### config.mk
export PLATFORM = sky130hd
export DESIGN_NAME = demux2_stream
export DESIGN_NICKNAME = d
export VERILOG_FILES = /design/src/rtl/demux2_stream_pkg.sv /design/src/rtl/demux2_stream_fifo_buf.sv /design/src/rtl/demux2_stream.sv
export SDC_FILE = /design/constraint.sdc
export NUM_CORES = 1
export LEC_CHECK = 0
export ABC_AREA = 1
export CORE_UTILIZATION = 45
export CTS_BUF_LIST = sky130_fd_sc_hd__clkbuf_8
export DETAILED_ROUTE_END_ITERATION = 10
export DONT_BUFFER_PORTS = 1
export HOLD_SLACK_MARGIN = 0.03
export PLACE_DENSITY_LB_ADDON = 0.05
export SLEW_MARGIN = 25
export SYNTH_ARGS = -nofsm -noshare
export SYNTH_HDL_FRONTEND = slang
export SYNTH_SLANG_ARGS = --single-unit
### constraint.sdc
create_clock -name clk -period 3.48 [get_ports clk]
set_clock_uncertainty 0.05 [all_clocks]
set_input_delay 1.044 -clock clk [delete_from_list [all_inputs] [get_ports clk]]
set_output_delay 1.044 -clock clk [all_outputs]
set_load 0.02 [all_outputs]
### src/rtl/demux2_stream_pkg.sv
// Shared constants for the two-way stream demultiplexer and its per-channel FIFOs.
package demux2_stream_pkg;

    localparam int DEF_MSB = 31;
    localparam int DEF_LSB = 0;

endpackage : demux2_stream_pkg

### src/rtl/demux2_stream_fifo_buf.sv
// Synchronous FIFO with wrap-bit pointers; the head is forced to zero while empty.
module fifo_buf
    import demux2_stream_pkg::*;
#(
    parameter int MSB   = DEF_MSB,
    parameter int LSB   = DEF_LSB,
    parameter int DEPTH = 2
) (
    input  logic                       clk,
    input  logic                       rstn,
    input  logic                       push,
    input  logic                       pop,
    input  logic [MSB:LSB]             data_in,
    output logic                       full,
    output logic                       empty,
    output logic [$clog2(DEPTH):0]     count,
    output logic [MSB:LSB]             head
);

    localparam int PW = $clog2(DEPTH) + 1;

    logic [MSB:LSB] r_mem [DEPTH];
    logic [PW-1:0]  r_wptr;
    logic [PW-1:0]  r_rptr;
    logic           w_push;
    logic           w_pop;

    assign full  = (r_wptr[PW-1] != r_rptr[PW-1]) && (r_wptr[PW-2:0] == r_rptr[PW-2:0]);
    assign empty = (r_wptr == r_rptr);
    assign count = r_wptr - r_rptr;
    assign head  = empty ? '0 : r_mem[r_rptr[PW-2:0]];

    // Guard against overflow/underflow even if the caller misbehaves.
    assign w_push = push & ~full;
    assign w_pop  = pop & ~empty;

    always_ff @(posedge clk or negedge rstn) begin
        if (!rstn) begin
            r_wptr <= '0;
            r_rptr <= '0;
        end else begin
            if (w_push) r_wptr <= r_wptr + 1'b1;
            if (w_pop)  r_rptr <= r_rptr + 1'b1;
        end
    end

    always_ff @(posedge clk) begin
        if (w_push) r_mem[r_wptr[PW-2:0]] <= data_in;
    end

endmodule : fifo_buf

### src/rtl/demux2_stream.sv
// Routes one valid/ready stream to one of two buffered output channels by a per-beat select.
module demux2_stream
    import demux2_stream_pkg::*;
#(
    parameter int MSB   = DEF_MSB,
    parameter int LSB   = DEF_LSB,
    parameter int DEPTH = 2
) (
    input  logic                   clk,
    input  logic                   rstn,
    input  logic                   in_valid,
    output logic                   in_ready,
    input  logic                   in_sel,
    input  logic [MSB:LSB]         in_data,
    output logic                   y0_valid,
    input  logic                   y0_ready,
    output logic [MSB:LSB]         y0,
    output logic                   y1_valid,
    input  logic                   y1_ready,
    output logic [MSB:LSB]         y1,
    output logic [$clog2(DEPTH):0] cnt0,
    output logic [$clog2(DEPTH):0] cnt1
);

    logic w_full0, w_full1;
    logic w_empty0, w_empty1;
    logic w_push0, w_push1;
    logic w_accept;

    // Readiness depends only on the registered full flag of the selected channel.
    assign in_ready = in_sel ? ~w_full1 : ~w_full0;
    assign w_accept = in_valid & in_ready;
    assign w_push0  = w_accept & ~in_sel;
    assign w_push1  = w_accept &  in_sel;

    assign y0_valid = ~w_empty0;
    assign y1_valid = ~w_empty1;

    fifo_buf #(.MSB(MSB), .LSB(LSB), .DEPTH(DEPTH)) u_fifo0 (
        .clk     (clk),
        .rstn    (rstn),
        .push    (w_push0),
        .pop     (y0_ready),
        .data_in (in_data),
        .full    (w_full0),
        .empty   (w_empty0),
        .count   (cnt0),
        .head    (y0)
    );

    fifo_buf #(.MSB(MSB), .LSB(LSB), .DEPTH(DEPTH)) u_fifo1 (
        .clk     (clk),
        .rstn    (rstn),
        .push    (w_push1),
        .pop     (y1_ready),
        .data_in (in_data),
        .full    (w_full1),
        .empty   (w_empty1),
        .count   (cnt1),
        .head    (y1)
    );

endmodule : demux2_stream
==> results.py, run 1 <==
metrics = {
    "outcome": {
        "outcome": "finished, final reports clean",
    },
    "floorplanning": {
        "die-area_sq_um": 13200,
        "die_h_um": 115,
        "start_util": 0.469,
        "die_w_um": 115,
        "core_sq_um": 12300,
        "rows": 40,
        "io_pins": 109,
    },
    "final_layout": {
        "layout.nets": 593,
        "drive_gt1_frac": 0.0936,
        "areaGrowthSynthToFinish_pct": 8.56,
        "fill_cells": 1113,
        "n_antenna_cell": 0,
        "instances_no_fill": 734,
        "finish.instance_area_sq_um": 6250,
    },
    "grt": {
        "antenna_found_initial": 0,
        "grt_pass1_vias": 3233,
        "grt_overflow": 0,
        "grt_pass1_wl_um": 17200,
        "grt.total_usage": 0.183,
        "grt_max_degree": 37,
    },
    "critical_path": {
        "path_class": "flop to primary output",
        "setup.worst_path.start_class": "flop",
        "crit_fanout": 36,
        "cp.arrival_ns": 2.04,
        "critPathSlowestCell": "nand2_4",
        "path_cells": "inv_1 > ha_1 > nand2_4 > nand2_1 > inv_1",
        "setup.worst_path.end_class": "primary output",
        "required_ns": 2.39,
        "cp_common_cell": "inv_1",
        "critical-path-max-stage-delay_ns": 0.41,
        "cp_top_family": "simple AND/OR/NAND/NOR gates",
        "reg2reg_setup_slack_ns": 1.19,
        "worst-path-buf-inv": 2,
    },
    "clock_network": {
        "cts_inserted_buffers": 17,
        "cts_root_buffer": "clkbuf_8",
        "postCtsHoldBufs": 0,
        "clk_latency_ns": 0.43,
        "cts_resized": 0,
        "cts_max_level": 4,
        "postCtsSetupBuffers": 0,
        "clk_pin_slew_ns": 0.07,
        "cts_buffer_depth": 2,
        "clock-sinks": 136,
        "cts_tree": "yes",
    },
    "drt": {
        "wl_per_cell_um": 15.5,
        "routed_via_density": 4.67,
        "ant_nets": 0,
        "routed_wl_um": 11400,
        "drt-pass1-iter-count": 4,
        "dr.first_iter.drc_count": 197,
        "drc": 0,
        "via_count": 3428,
    },
    "synthesis": {
        "synth_compound_area_frac": 0,
        "yosys.area_share.simple": 0.209,
        "yosys_warnings": 0,
        "avgSynthCellArea_sq_um": 10.6,
        "synth_xor_area_frac": 0.00609,
        "yosysSeqAreaShare": 0.702,
        "synthMuxAreaShare": 0,
        "synth_top_family_by_area": "simple AND/OR/NAND/NOR gates",
        "syn_area_sq_um": 5760,
        "synth_seq_cells": 136,
        "synth_fa_ha_area_frac": 0.00435,
        "syn-num-nets": 584,
        "synth_cell_type_count": 17,
        "synthCells": 544,
    },
    "sta": {
        "hold_violations": 0,
        "max_freq_ghz": 0.319,
        "tightest_slew_ns": 0.673,
        "finalCritPeriodShare": 0.900,
        "maxSlewHeadroom": 0.551,
        "layout_setup_ws_ns": 0.349,
        "final.min_clock_period_ns": 3.13,
        "rsz0062_at_grt": "false",
        "setup_tns_ns": 0,
        "setup_violations": 0,
        "drv_slew": 0,
    },
    "power": {
        "power.leakage_nw": 2.94,
        "finalPower_mw": 6.04,
        "peakVddDrop_mv": 0.405,
        "power.internal_mw": 3.17,
        "power.switching_mw": 2.87,
        "power_frac_clock": 0.181,
        "pwr-share-comb": 0.458,
        "powerDensity_nw_per_um2": 966,
        "p_seq_frac": 0.360,
        "p_sw_frac": 0.475,
    },
    "place": {
        "post-place-cells": 702,
        "hpwl_um": 7030,
        "gp_congestion": 0.718,
        "port_buffers": 0,
        "pre_cts_ws_ns": 0.786,
        "dpl_cell_area_sq_um": 5920,
    },
    "worst_hold_path": {
        "hp-class": "input pin to asynchronous set/reset pin",
    },
    "run": {
        "drv_cap": 0,
    },
}
-- power by group through the flow --
stage	registers (mW)	clock network [mW]	logic (mW)
2_1_floorplan	2.19	0	2.45
3_3_place_gp	2.20	0	2.80
3_5_place_dp	2.21	0	2.83
4_1_cts	2.18	1.13	2.83
5_1_grt	2.20	1.19	3.08
6_report	2.18	1.10	2.77
-- layout by cell type (no fill, tap or decap) --
master,count
nand2_2,9
nand2_1,280
buf_4,8
clkinv_2,7
xnor2_1,2
xor2_1,2
clkinvlp_4,1
nand2_4,2
bufinv_16,1
nand4_1,4
nor2_4,2
ha_1,2
edfxtp_1,128
clkbuf_8,17
nand3_1,8
buf_12,2
clkinv_1,4
inv_2,4
dfrtp_1,8
inv_1,75
-- synthesized netlist by cell type --
| library cell | number | area [sq um] |
|---|---|---|
| buf_12 | 1 | 20.0 |
| buf_2 | 8 | 40.0 |
| buf_4 | 6 | 45.0 |
| buf_6 | 5 | 56.3 |
| dfrtp_1 | 8 | 200 |
| edfxtp_1 | 128 | 3840 |
| ha_1 | 2 | 25.0 |
| inv_1 | 73 | 274 |
| inv_2 | 4 | 15.0 |
| nand2_1 | 280 | 1050 |
| nand2_2 | 9 | 56.3 |
| nand2_4 | 2 | 22.5 |
| nand3_1 | 8 | 40.0 |
| nand4_1 | 4 | 25.0 |
| nor2_1 | 2 | 7.51 |
| xnor2_1 | 2 | 17.5 |
| xor2_1 | 2 | 17.5 |
-- sequential cells by signal (all words and copies together), names as in the netlist --
name / cells
u_fifo0.r_mem: 64
u_fifo1.r_mem: 64
u_fifo0.r_rptr: 2
u_fifo0.r_wptr: 2
u_fifo1.r_rptr: 2
u_fifo1.r_wptr: 2
-- logic make-up (layout without fill, tap and decap cells) --
group / count (synthesis) / after routing
buf+inv: 97 / 119
simple gates: 305 / 305
flops: 136 / 136
xor+xnor: 4 / 4
fa+ha+maj: 2 / 2
-- routing by layer --
layer | track usage | part of all wire | wire (um)
met1 | 0.223 | 0.44 | 5040
met2 | 0.294 | 0.49 | 5560
met3 | 0.0675 | 0.060 | 679
met4 | 0.0753 | 0.0090 | 103
met5 | 0 | 0 | 0
-- worst register-to-register path, cell delays in order, from the launching register on --
cell and delay [ns]:
dfrtp_1 0.39, inv_1 0.15, ha_1 0.31, nand3_1 0.17
nand3_1 0.18, nor2_4 0.41, buf_4 0.33
-- worst paths after layout --
check | startpoint | endpoint | cells past startpoint
max reg2reg | u_fifo1.r_wptr[0] | u_fifo1.r_mem[1][4] | 6
max in group asynchronous | rstn | u_fifo0.r_rptr[0] | 0
min | rstn | u_fifo1.r_wptr[1] | 0
min reg2reg | u_fifo1.r_wptr[0] | u_fifo1.r_wptr[0] | 2
min in group clk | u_fifo1.r_wptr[0] | u_fifo1.r_wptr[0] | 2
max | u_fifo0.r_wptr[0] | y0[6] | 5
-- area by class of cell --
class / count / area (sq um) / area share
Sequential cell: 136 / 4040 / 0.647
Clock buffer: 17 / 234 / 0.0374
Clock inverter: 15 / 95.1 / 0.0152
Multi-Input combinational cell: 311 / 1280 / 0.204
Inverter: 77 / 289 / 0.0462
Tap cell: 168 / 210 / 0.0336
Timing Repair Buffer: 10 / 100 / 0.0160
-- per-stage QoR --
step | utilization | hold slack [ns]
CTS | 0.510 | 0.216
detailed placement | 0.483 | 0.439
finish | 0.510 | 0.251
global route | 0.510 | 0.213
floorplan | - | 0.414
global placement | 0.483 | 0.430
Note: power is estimated with default switching activity, not from simulation.
==> run 2: changes to the inputs <==
- CORE_UTILIZATION: 45 -> 40
==> run 2 against run 1 <==
Against the previous run:
- cell area about the same
- critical endpoint is now y1[18]
- largest power group unchanged
- worst hold slack better by 0.0043 ns
- die area up 12%
- sequential cell count unchanged
- clock power up 5%
==> results.py, run 2 (synthesis results as in run 1) <==
metrics = {
    "drt": {
        "drc": 0,
        "dr.first_iter.drc_count": 149,
        "routed_via_density": 4.63,
        "drt-pass1-iter-count": 4,
        "via_count": 3439,
        "ant_nets": 0,
        "routed_wl_um": 12100,
        "wl_per_cell_um": 16.3,
    },
    "grt": {
        "grt_max_degree": 37,
        "use_met2": 0.289,
        "grt_use_met1": 0.218,
        "grt.total_usage": 0.177,
        "busiest_layer": "met2",
        "antenna_found_initial": 0,
        "grt_use_met3": 0.0562,
        "grt_pass1_wl_um": 18700,
        "grt_pass1_vias": 3465,
        "grt_overflow": 0,
    },
    "final_layout": {
        "n_antenna_cell": 0,
        "layout_common_cells": "nand2_1 (280), edfxtp_1 (128), inv_1 (72)",
        "drive_gt1_frac": 0.0924,
        "fill_cells": 1313,
        "final_common_cell": "nand2_1",
        "layout.nets": 590,
        "utilization": 0.449,
        "areaGrowthSynthToFinish_pct": 8.65,
    },
    "floorplanning": {
        "io_pins": 109,
        "start_util": 0.413,
        "die_w_um": 122,
        "rows": 43,
        "die-area_sq_um": 14900,
        "die_h_um": 122,
        "core_sq_um": 13900,
    },
    "power": {
        "peakVddDrop_mv": 0.404,
        "finalPower_mw": 6.15,
        "power.leakage_nw": 2.91,
        "powerDensity_nw_per_um2": 984,
    },
    "clock_network": {
        "cts_root_buffer": "clkbuf_8",
        "cts_resized": 0,
        "cts_inserted_buffers": 17,
        "postCtsHoldBufs": 0,
        "clk_pin_slew_ns": 0.07,
        "clock-sinks": 136,
        "postCtsSetupBuffers": 0,
        "clk_latency_ns": 0.42,
        "cts_max_level": 4,
        "cts_tree": "yes",
        "cts_buffer_depth": 2,
    },
    "critical_path": {
        "worst-path-buf-inv": 1,
        "setup.worst_path.end_class": "primary output",
        "crit_fanout": 36,
        "path_cells": "ha_1 > nand2_4 > nand2_1 > inv_1",
        "critPathSlowestCell": "dfrtp_2",
        "setup.worst_path.start_class": "flop",
        "cp_top_family": "flip-flops",
        "required_ns": 2.39,
        "cp.arrival_ns": 2.16,
        "path_class": "flop to primary output",
        "critical-path-max-stage-delay_ns": 0.57,
        "reg2reg_depth": 5,
        "cp.depth": 4,
        "reg2reg_setup_slack_ns": 0.99,
    },
    "sta": {
        "setup_tns_ns": 0,
        "finalCritPeriodShare": 0.935,
        "maxSlewHeadroom": 0.455,
        "tightest_slew_ns": 0.817,
        "setup_violations": 0,
        "rsz0062_at_grt": "false",
        "final.min_clock_period_ns": 3.25,
        "drv_slew": 0,
        "max_freq_ghz": 0.307,
        "hold_violations": 0,
    },
    "worst_hold_path": {
        "hp-class": "input pin to asynchronous set/reset pin",
    },
    "place": {
        "gp_congestion": 0.723,
        "hpwl_um": 7330,
        "port_buffers": 0,
    },
    "outcome": {
        "outcome": "finished, final reports clean",
    },
    "run": {
        "drv_cap": 0,
    },
}
[run 2: changes by cell type in the layout (fill, tap and decap cells not counted), sizes merged]
| cell | before | now |
|---|---|---|
| inv | 79 | 78 |
| bufinv | 1 | 2 |
| buf | 10 | 7 |
[run 2: area by class of cell]
| cell class | count | area (sq um) | area share |
|---|---|---|---|
| clock buffer | 17 | 234 | 0.0374 |
| clock inverter | 15 | 118 | 0.0188 |
| inverter | 77 | 289 | 0.0462 |
| multi-input combinational | 311 | 1280 | 0.204 |
| sequential | 136 | 4050 | 0.647 |
| tap | 180 | 225 | 0.0360 |
| timing repair buffer | 7 | 65.1 | 0.0104 |
[run 2: path summary, 6_finish.rpt]
check | start | endpoint
min | rstn | u_fifo0.r_rptr[0]
max reg2reg | u_fifo1.r_rptr[0] | u_fifo1.r_mem[1][31]
min in group clk | u_fifo1.r_wptr[0] | u_fifo1.r_wptr[0]
max in group asynchronous | rstn | u_fifo1.r_rptr[0]
max | u_fifo1.r_rptr[0] | y1[18]
min reg2reg | u_fifo1.r_wptr[0] | u_fifo1.r_wptr[0]
[run 2: metal layers]
metal | up-vias | wire [um] | share of wire
met4 | 0 | 112 | 0.0092
met3 | 9 | 642 | 0.053
met5 | - | 0 | 0
met2 | 79 | 5970 | 0.49
li1 | 1708 | - | -
met1 | 1643 | 5410 | 0.45
[run 2: per-stage QoR]
stage	hold slack, ns	setup WS, ns	instance area (sq um)	cells
finish	0.255	0.227	6250	743
global route	0.211	0.0158	6250	743
CTS	0.213	0.144	6250	743
detailed placement	0.450	0.634	5900	711
global placement	0.435	0.681	5900	711
floorplan	0.414	0.397	5760	544
[run 2: power by group]
part | switching [mW] | internal (mW)
clock | 0.555 | 0.610
sequential | 0.116 | 2.09
combinational | 2.24 | 0.537
total | 2.91 | 3.24
[run 2: worst register-to-register path: stages (launching register included)]
cell	delay, ns
dfrtp_2	0.57
ha_1	0.42
nand3_1	0.17
nand3_1	0.18
nor2_4	0.36
buf_4	0.39
